--- config.mk ---
export PLATFORM = sky130hd
export DESIGN_NAME = mfe_result_streamer
export DESIGN_NICKNAME = d
export VERILOG_FILES = /design/src/rtl/mfe_result_streamer.sv
export SDC_FILE = /design/constraint.sdc
export NUM_CORES = 1
export LEC_CHECK = 0
export CAP_MARGIN = 20
export CORE_UTILIZATION = 63
export CTS_CLUSTER_DIAMETER = 100
export DETAILED_ROUTE_END_ITERATION = 10
export DONT_BUFFER_PORTS = 1
export HOLD_SLACK_MARGIN = 0.08
export PLACE_DENSITY = 0.83
export SYNTH_ARGS = -nofsm -noshare
export SYNTH_HDL_FRONTEND = slang
export SYNTH_SLANG_ARGS = --single-unit
export TNS_END_PERCENT = 1
--- constraint.sdc ---
create_clock -name clk -period 4 [get_ports clk]
set_input_delay 0.4 -clock clk [delete_from_list [all_inputs] [get_ports clk]]
set_output_delay 0.4 -clock clk [all_outputs]
set_load 0.05 [all_outputs]
--- src/rtl/mfe_result_streamer.sv ---
// Drains the median-filter result memory in raster order after the engine finishes,
// streaming one pixel per beat with row/frame flags and a running frame checksum.
module mfe_result_streamer #(
  parameter int unsigned IMG_W = 128,
  parameter int unsigned IMG_H = 128,
  parameter int unsigned AW    = 14,
  parameter int unsigned DW    = 8,
  parameter int unsigned SUM_W = 22
) (
  input  logic             clk,
  input  logic             reset,
  input  logic             mfe_busy,
  output logic             mem_ren,
  output logic [AW-1:0]    mem_addr,
  input  logic [DW-1:0]    mem_rd,
  output logic             m_valid,
  output logic [DW-1:0]    m_data,
  output logic             m_eol,
  output logic             m_last,
  input  logic             m_ready,
  output logic             active,
  output logic             done,
  output logic [SUM_W-1:0] checksum
);

  localparam int unsigned    COL_W     = $clog2(IMG_W);
  localparam logic [AW-1:0]  LAST_ADDR = AW'(IMG_W * IMG_H - 1);
  localparam logic [COL_W-1:0] LAST_COL = COL_W'(IMG_W - 1);

  typedef enum logic [1:0] {
    S_IDLE,
    S_RUN,
    S_DONE
  } state_t;

  state_t state, state_nx;

  logic          busy_d;
  logic          trig;
  logic          start;
  logic          inflight;
  logic          rd_done;
  logic [AW-1:0] rd_ptr;
  logic [AW-1:0] beat_idx;

  // Two-entry output FIFO; the head entry drives m_data directly.
  logic [DW-1:0] fifo_mem [2];
  logic          wr_sel;
  logic          rd_sel;
  logic [1:0]    occ;
  logic          push;
  logic          pop;
  logic [2:0]    credit;

  assign trig  = busy_d & ~mfe_busy;
  assign start = (state == S_IDLE) & trig;

  assign push    = inflight;
  assign m_valid = (occ != 2'd0);
  assign m_data  = fifo_mem[rd_sel];
  assign pop     = m_valid & m_ready;

  // A pop this cycle frees a slot in time for data returning two cycles later,
  // which is what sustains one beat per cycle through a two-entry FIFO.
  assign credit  = {1'b0, occ} + {2'b00, inflight} - {2'b00, pop};
  assign mem_ren = (state == S_RUN) & ~rd_done & (credit < 3'd2);
  assign mem_addr = rd_ptr;

  assign m_eol  = m_valid & (beat_idx[COL_W-1:0] == LAST_COL);
  assign m_last = m_valid & (beat_idx == LAST_ADDR);

  assign active = (state == S_RUN);
  assign done   = (state == S_DONE);

  // NOTE: every register below uses non-blocking assignment so all state
  // updates on an edge see the same pre-edge values regardless of block order.
  always_ff @(posedge clk or posedge reset) begin
    if (reset) begin
      state <= S_IDLE;
    end else begin
      state <= state_nx;
    end
  end

  // NOTE: state_nx is given a default before the case so no path leaves it
  // unassigned, which would otherwise infer a latch.
  always_comb begin
    state_nx = state;
    case (state)
      S_IDLE: if (trig)             state_nx = S_RUN;
      S_RUN:  if (pop && m_last)    state_nx = S_DONE;
      S_DONE:                       state_nx = S_IDLE;
      default:                      state_nx = S_IDLE;
    endcase
  end

  always_ff @(posedge clk or posedge reset) begin
    if (reset) begin
      busy_d   <= 1'b0;
      inflight <= 1'b0;
      rd_ptr   <= '0;
      rd_done  <= 1'b0;
      beat_idx <= '0;
      checksum <= '0;
    end else begin
      busy_d   <= mfe_busy;
      inflight <= mem_ren;
      if (start) begin
        rd_ptr   <= '0;
        rd_done  <= 1'b0;
        beat_idx <= '0;
        checksum <= '0;
      end else begin
        // The pointer parks on the last address so mem_addr holds after the sweep.
        if (mem_ren) begin
          if (rd_ptr == LAST_ADDR) rd_done <= 1'b1;
          else                     rd_ptr  <= rd_ptr + 1'b1;
        end
        if (pop) begin
          beat_idx <= beat_idx + 1'b1;
          checksum <= checksum + SUM_W'(m_data);
        end
      end
    end
  end

  // NOTE: the FIFO storage is reset too (it is only two words) so that m_data
  // reads zero straight out of reset instead of an undefined value.
  always_ff @(posedge clk or posedge reset) begin
    if (reset) begin
      fifo_mem[0] <= '0;
      fifo_mem[1] <= '0;
      wr_sel      <= 1'b0;
      rd_sel      <= 1'b0;
      occ         <= 2'd0;
    end else begin
      if (push) begin
        fifo_mem[wr_sel] <= mem_rd;
        wr_sel           <= ~wr_sel;
      end
      if (pop) rd_sel <= ~rd_sel;
      occ <= occ + {1'b0, push} - {1'b0, pop};
    end
  end

endmodule

# Yosys cells after proc, flatten, opt, wreduce, memory -nomap -nowiden
# Cells that the tools add are included.
dict set report word_totals {
  regBits 75
  in_bits 12
  out_inout_bits 50
}
dict set report classes {
  addsub 7
  magnitude_cmp 4
  eq_ne 8
  n_mux 19
  bitwise 13
  n_reduce_logical 10
}
# cell n
set ops {}
lappend ops {{2-to-1 mux 14 bit} 5}
lappend ops {{2-to-1 mux 22 bit} 2}
lappend ops {{2-to-1 mux 8 bit} 4}
lappend ops {{adder 14 x 1 -> 14 bit (second input constant)} 2}
lappend ops {{== test 14 bit (second input constant)} 2}
lappend ops {{adder 22 x 8 -> 22 bit} 1}
lappend ops {{bitwise mux 16 bit} 1}
lappend ops {{demux 8 bit (select 1 bit)} 1}
lappend ops {{nonzero test 2 bit} 4}
lappend ops {{bitwise AND 1 bit} 7}
lappend ops {{== test 7 bit (second input constant)} 1}
lappend ops {{AND reduction 2 bit} 3}
lappend ops {{>= comparator 2 bit (second input constant)} 2}
lappend ops {{2-to-1 mux 2 bit} 2}
lappend ops {{!= test 2 bit (second input constant)} 2}
lappend ops {{inverter 1 bit} 4}
lappend ops {{inverter 1 -> 2 bit} 2}
lappend ops {{case mux 2 bit (2 select lines)} 1}
lappend ops {{adder 2 x 1 -> 3 bit} 1}
lappend ops {{< comparator 3 x 2 -> 1 bit (second input constant)} 1}
lappend ops {{2-to-1 mux 1 bit} 3}
lappend ops {{subtractor 3 x 1 -> 3 bit} 1}
lappend ops {{adder 2 x 1 -> 2 bit} 1}
lappend ops {{== test 2 x 1 -> 1 bit (second input constant)} 1}
lappend ops {{6 further kinds} 7}

# Depth between registers and ports, before layout
# Gate-level depths: netlist of run 1.
dict set report depth {
  depth_word 7
  depth_mapped 12
  depth_no_buf 11
}

# Least setup slack after synthesis of run 1
# OpenSTA, ideal clock, no wires.
dict set report synth_path {
  path_type {register -> register}
  from {reg occ[1]}
  to {reg rd_ptr[8] (netlist: mem_addr[8])}
  arrival_ns 3.259
  t_required_ns 3.922
  slack_ns 0.663
  path_stages_with_launch 12
  n_path_buf 1
  period_less_slack_ns 3.337
  path_cell_list {dfrtp_1 o21ai_2 inv_1 clkbuf_1 ha_1 inv_1 ha_1 fa_1 nor4b_4 or4b_4 or3_1 a21oi_1}
}
dict set report synth_via {
  elab_chain_cells 7
}
# item line_no
set synth_lines {}
lappend synth_lines {{start, declared} 50} ;# logic [1:0] occ;
lappend synth_lines {{start signal, assigned} 142} ;# occ <= occ + {1'b0, push} - {1'b0, pop};
lappend synth_lines {{nonzero test 2 bit} 59} ;# assign m_valid = (occ != 2'd0);
lappend synth_lines {{bitwise AND 1 bit} 61} ;# assign pop = m_valid & m_ready;
lappend synth_lines {{via pop} 52} ;# logic pop;
lappend synth_lines {{subtractor 3 x 1 -> 3 bit} 65} ;# assign credit = {1'b0, occ} + {2'b00, inflight} - {2'b00, pop};
lappend synth_lines {{via credit[1]} 53} ;# logic [2:0] credit;
lappend synth_lines {{< comparator 3 x 2 -> 1 bit} 66} ;# assign mem_ren = (state == S_RUN) & ~rd_done & (credit < 3'd2);
lappend synth_lines {{bitwise AND 1 bit} 66}
lappend synth_lines {{nonzero test 2 bit (no line)} --}
lappend synth_lines {{AND reduction 2 bit (no line)} --}
lappend synth_lines {{end signal, assigned} 117} ;# else rd_ptr <= rd_ptr + 1'b1;
lappend synth_lines {{end, declared} 43} ;# logic [AW-1:0] rd_ptr;
# The timed path passes the listed nets, and every way through them passes these cells.
# A chain may end at the register's enable or synchronous reset.

# Final worst setup path of run 1
dict set report layout_path {
  from {reg occ[1]}
  to {out mem_ren}
}
dict set report layout_via {
  elab_chain_cells 5
}
# item line_no
set layout_lines {}
lappend layout_lines {{branches (longest 2 deep; another with adder 2 x 1 -> 3 bit)} --}
lappend layout_lines {{subtractor 3 x 1 -> 3 bit *} 65}
lappend layout_lines {{via credit[1]} 53}
lappend layout_lines {{< comparator 3 x 2 -> 1 bit *} 66}
lappend layout_lines {{bitwise AND 1 bit *} 66}
lappend layout_lines {{end, declared} 13} ;# output logic mem_ren,
# Mark *: on every way through the listed nets, which the timed path passes.

==> results of run 1 <==
[critical path, stage by stage (launching register included)]
cell and delay [ns]:
dfrtp_1 0.44, o21ai_2 0.17, inv_1 0.07, ha_1 0.28, inv_1 0.04, ha_1 0.18
fa_1 0.50, nor4b_4 0.25, nand2_2 0.17, inv_1 0.40
[worst max-delay path by stage]
| stage | cells past startpoint | end | from | slack (ns) |
|---|---|---|---|---|
| 4_1_cts | 9 | mem_ren | occ[1] | 0.75 |
| 3_3_place_gp | 10 | checksum[18] | rd_sel | 0.95 |
| 3_5_place_dp | 10 | checksum[18] | rd_sel | 0.88 |
| 2_1_floorplan | 11 | mem_addr[8] | occ[1] | 0.66 |
| 6_report | 9 | mem_ren | occ[1] | 0.75 |
| 5_1_grt | 10 | checksum[18] | rd_sel | 0.57 |
[registers in the layout, indices dropped and copies added (netlist names)]
signal    flops
rd_done       1
occ           2
wr_sel        1
mem_addr     14
state         2
busy_d        1
inflight      1
beat_idx     14
fifo_mem     16
checksum     22
rd_sel        1
[per-layer routing]
layer / vias up / routed length (um)
met2: 88 / 3838
met1: 1418 / 3554
li1: 1381 / -
met3: 17 / 557
met5: - / 0
met4: 0 / 204
[Yosys cell counts (all sizes together), types with 6 or more instances]
cell type,count,area share [%]
nor2,38,3.6
xor2,13,2.9
ha,12,3.8
clkbuf,10,0.96
dfrtp,75,48
and3,9,1.4
nor4,6,1.5
nand4,7,1.1
o21ai,14,1.9
xnor2,15,3.4
nand3,16,2.2
inv,16,1.5
nand2,38,3.7
or3,9,1.4
nor3,10,1.3
a21oi,20,2.6
mux2,23,6.6
[cells by family after synthesis]
logic type                 share of synthesized area [%]
buffers and inverters                              2.625
DFF                                                48.02
AOI/OAI and AO/OA                                  8.643
muxes                                              7.907
adders and majority gates                          4.865
and+or+nand+nor                                    21.67
xor gates and xnor gates                           6.274
[power groups by stage]
stage | registers, mW | logic, mW | clock network [mW]
finish | 1.48 | 1.71 | 0.657
CTS | 1.48 | 1.71 | 0.660
global route | 1.51 | 1.88 | 0.702
detailed placement | 1.49 | 1.70 | 0
global placement | 1.48 | 1.63 | 0
floorplan | 1.42 | 1.43 | 0
[area by class of cell]
type	count	area, um^2	share of cell area [%]
inverter	16	60.06	1.394
clock inverter	6	88.84	2.062
tap	75	93.84	2.178
multi-input combinational	281	1943	45.11
timing repair buffer	11	107.6	2.498
clock buffer	10	137.6	3.195
sequential	75	1877	43.57
==> results.yml, run 1 <==
outcome:
  outcome: "finished, final reports clean"
clock_network:
  clk_latency_ns: 0.36
  cts.clk_slew.worst_paths_ns: 0.08
  postCtsSetupBuffers: 0
  htreeDepth: 3
  cts-resized-gates: 0
  hold_buffers: 1
  cts_tree: "done"
  clockBufferDepth: 2
  clock_sinks: 75
  cts_made_buffers: 9
  cts_root_buf: "clkbuf_8"
power:
  p_leak_nw: 1.930
  p_clk_share_pct: 17.1
  intPower_mw: 1.982
  power_mw: 3.847
  power_density_mw_per_mm2: 893.0
  p_comb_share_pct: 44.5
  ir_drop_mv: 0.5767
  swShare_pct: 48.47
  seqPwrFrac_pct: 38.4
  p_switching_mw: 1.865
timing:
  min_period_ns: 3.247
  setup_viol_count_final: 0
  maxSlewHeadroom_pct: 35.71
  report.final.hold_viol_count: 0
  tightest_slew_ns: 0.9623
  maxSlewViolCount: 0
  rsz0062_at_grt: "false"
  fmax_mhz: 308.0
  skew_ns: 0.009524
  setup_tns_ns: 0
  whs_ns: 0.1858
  setup_slack_ns: 0.7534
  period_share_pct: 81.17
logic_synthesis:
  synth_edf_count: 0
  syn_area_mm2: 0.003909
  avgSynthCellArea_um2: 10.21
  syn_inst: 383
  seq_area_frac_synth_pct: 48.02
  synthFlopType: "dfrtp_1"
  yosys_warnings: 0
  async_flop_share_pct: 100.0
  synthesis.nets: 409
  ys_types: 47
  ys_seq_elements: 75
critical_path:
  timing.rr.start: "rd_sel"
  cp_max_fo: 9
  r2r_cells: 10
  r2r_end: "checksum[18]"
  cp.arrival_ns: 2.85
  crit_type: "reg2out"
  start_kind: "flop"
  end_kind: "output pin"
  r2r_slack_ns: 0.81
  cp_data_required_time_ns: 3.60
die:
  dieArea_mm2: 0.006523
  die_h_um: 80.77
  coreArea_mm2: 0.005956
  die_w_um: 80.77
  pin_count: 62
  num_rows: 28
  initial_core_util_pct: 65.63
layout:
  design_area_mm2: 0.004308
  final_cell_mix: "dfrtp_1, nor2_1, nand2_1, mux2_2, a21oi_1"
  postLayoutCoreUtil_pct: 72.33
  n_antenna_cell: 0
  layout_commonest_cell: "dfrtp_1"
  area_growth_pct: 10.21
  fin_cells: 474
  drive_gt1_share_pct: 15.79
  nets: 420
  fill_cells: 424
route:
  dr.first_iter.drc_count: 161
  drc_errors: 0
  viasPerCell: 6.127
  first_pass_iters: 5
  totalWireLength_um: 8154
  vias: 2904
  ant_nets: 0
  post_drt_wl_per_cell_um: 17.20
placed_design:
  dp.cells: 455
  gp_congestion: 0.8821
  place_hpwl_um: 5715
  post-place-ws_ns: 0.8805
  numPortBuffers: 0
  postPlaceCellArea_mm2: 0.004034
flow_run:
  drv_cap: 0
worst_hold_path:
  min_from: "mem_rd[5]"
  min_path_type: "in2reg"
  hold_depth: 1
  whs_endpoint: "fifo_mem[5]"
global_routing:
  met3_usage_pct: 8.202
  met1_usage_pct: 34.72
  grt_max_degree: 53
  grtUsageMet2_pct: 43.22
  grt_pass1_vias: 2845
  grt_pass1_wl_um: 13410
  top_usage_layer: "met2"
  antenna_found_initial: 0
  grtUsageTotal_pct: 27.53
  overflow: 0
Note: power is estimated with default switching activity, not from simulation.
==> run 2, diff against run 1 <==
clock period = 3.2 ns   (was 4 ns; I/O delays follow)
==> run 2 against run 1 <==
  * Sequential cell count unchanged
  * Non-clock buffer count increased by 11
  * Cell count increased by 2.3%
  * Clock-buffer cell count increased by 1
  * Largest power group unchanged
==> results.yml, run 2 (synthesis gave the netlist of run 1 again) <==
power:
  ir_drop_mv: 0.8955
  power_density_mw_per_mm2: 1114
  p_leak_nw: 1.959
outcome:
  outcome: "finished, final reports clean"
layout:
  nets: 431
  n_antenna_cell: 0
  area_growth_pct: 11.43
  regMostFlops: "checksum"
  postLayoutCoreUtil_pct: 73.13
  drive_gt1_share_pct: 18.54
  largest_reg_flops: 22
  final_cell_mix: "dfrtp_1, nor2_1, nand2_1, mux2_2"
  reg_top3: "checksum (22), fifo_mem (16)"
  layout_commonest_cell: "dfrtp_1"
critical_path:
  crit_path_max_incr_delay_ns: 0.50
  start_kind: "flop"
  cp_max_fo: 9
  cp.arrival_ns: 2.71
  worst_path_max_delay_cell: "fa_1"
  worst-path-buf-inv: 3
  cp_top_family: "adder cells"
  crit_chain: "o21ai_4 > inv_2 > ha_1 > inv_1 > ha_1 > fa_1 > nor4b_4 > nand2_2 > clkinvlp_4"
  crit_path_frequent_cell: "ha_1"
  crit_type: "reg2out"
  cp_data_required_time_ns: 2.88
  end_kind: "output pin"
clock_network:
  clk_latency_ns: 0.34
  cts_root_buf: "clkbuf_8"
  cts.clk_slew.worst_paths_ns: 0.08
  cts_made_buffers: 9
  clock_sinks: 75
  cts_tree: "done"
  postCtsSetupBuffers: 0
  htreeDepth: 3
  clockBufferDepth: 2
global_routing:
  grt_pass1_vias: 2934
  antenna_found_initial: 0
  grt_pass1_wl_um: 13260
  grtUsageTotal_pct: 26.60
  grt_max_degree: 40
  overflow: 0
flow_run:
  drv_cap: 0
route:
  vias: 2967
  post_drt_wl_per_cell_um: 16.53
  viasPerCell: 6.118
  ant_nets: 0
  first_pass_iters: 4
  drc_errors: 0
  dr.first_iter.drc_count: 182
  totalWireLength_um: 8016
timing:
  setup_tns_ns: 0
  rsz0062_at_grt: "false"
  report.final.hold_viol_count: 0
  min_period_ns: 3.034
  tightest_slew_ns: 0.9626
  fmax_mhz: 329.6
  skew_ns: 0.01156
  maxSlewViolCount: 0
  maxSlewHeadroom_pct: 35.69
  setup_viol_count_final: 0
  period_share_pct: 94.82
die:
  coreArea_mm2: 0.005956
  die_w_um: 80.77
  pin_count: 62
  initial_core_util_pct: 65.63
  dieArea_mm2: 0.006523
  num_rows: 28
  die_h_um: 80.77
placed_design:
  place_hpwl_um: 5674
  gp_congestion: 0.8779
  numPortBuffers: 0
worst_hold_path:
  min_path_type: "in2reg"
## run 2: cell type report
| type | count | area (um^2) |
|---|---|---|
| Clock inverter | 5 | 52.55 |
| Tap cell | 75 | 93.84 |
| Sequential cell | 75 | 1877 |
| Inverter | 16 | 63.81 |
| Multi-Input combinational cell | 281 | 1957 |
| Clock buffer | 11 | 141.4 |
| Timing Repair Buffer | 22 | 170.2 |
| Fill cell | 405 | 1600 |
## run 2: where the power goes
part | internal, mW | total [mW] | switching (mW)
Combinational | 0.894 | 2.36 | 1.47
Sequential | 1.22 | 1.77 | 0.547
Clock | 0.378 | 0.716 | 0.338
Total | 2.50 | 4.85 | 2.36
## run 2: what timing repair did
action | CTS | global route
gates resized for setup | 0 | 2
setup endpoints to repair | 0 | 3
hold buffers | 2 | 0
endpoints found under the hold margin | 38 | 0
## run 2: worst reg2reg max path, cell delays in order, from the launching register on
cell and delay [ns]:
dfrtp_1 0.45, o21ai_4 0.16, inv_2 0.05, ha_1 0.26
inv_1 0.04, ha_1 0.18, fa_1 0.50, nor4b_4 0.26
nand2_2 0.20, nor4_2 0.44, a21oi_1 0.12, a31o_2 0.24
## run 2: per-stage QoR
stage	setup WS (ns)	area (um^2)	hold slack, ns	total power, mW	std cells
after detailed placement	0.09956	4131	0.3519	4.101	467
after global placement	0.2891	4131	0.3519	4.011	467
after CTS	0.04371	4345	0.1143	4.833	485
after floorplan	0.03867	3918	0.3514	3.572	383
final	0.1658	4355	0.1244	4.852	485
after global routing	0.01778	4355	0.1112	5.155	485
## run 2: routing by layer
metal / routed length, um / vias up / GRT usage [%]
met4: 100 / 0 / 10.71
met2: 3909 / 79 / 43.90
met1: 3537 / 1476 / 33.56
li1: - / 1399 / -
met5: 0 / - / 0
met3: 469 / 13 / 6.742
## run 2: worst paths after layout
kind | from | to | slack, ns | depth (start not counted)
min | mem_rd[5] | fifo_mem[5] | 0.12 | 1
max | occ[1] | mem_ren | 0.17 | 9
min in group asynchronous | reset | fifo_mem[1] | 0.59 | 2
max reg2reg | occ[1] | mem_addr[9] | 0.18 | 11
min reg2reg | wr_sel | wr_sel | 0.49 | 1
max in group asynchronous | reset | checksum[10] | 1.84 | 3
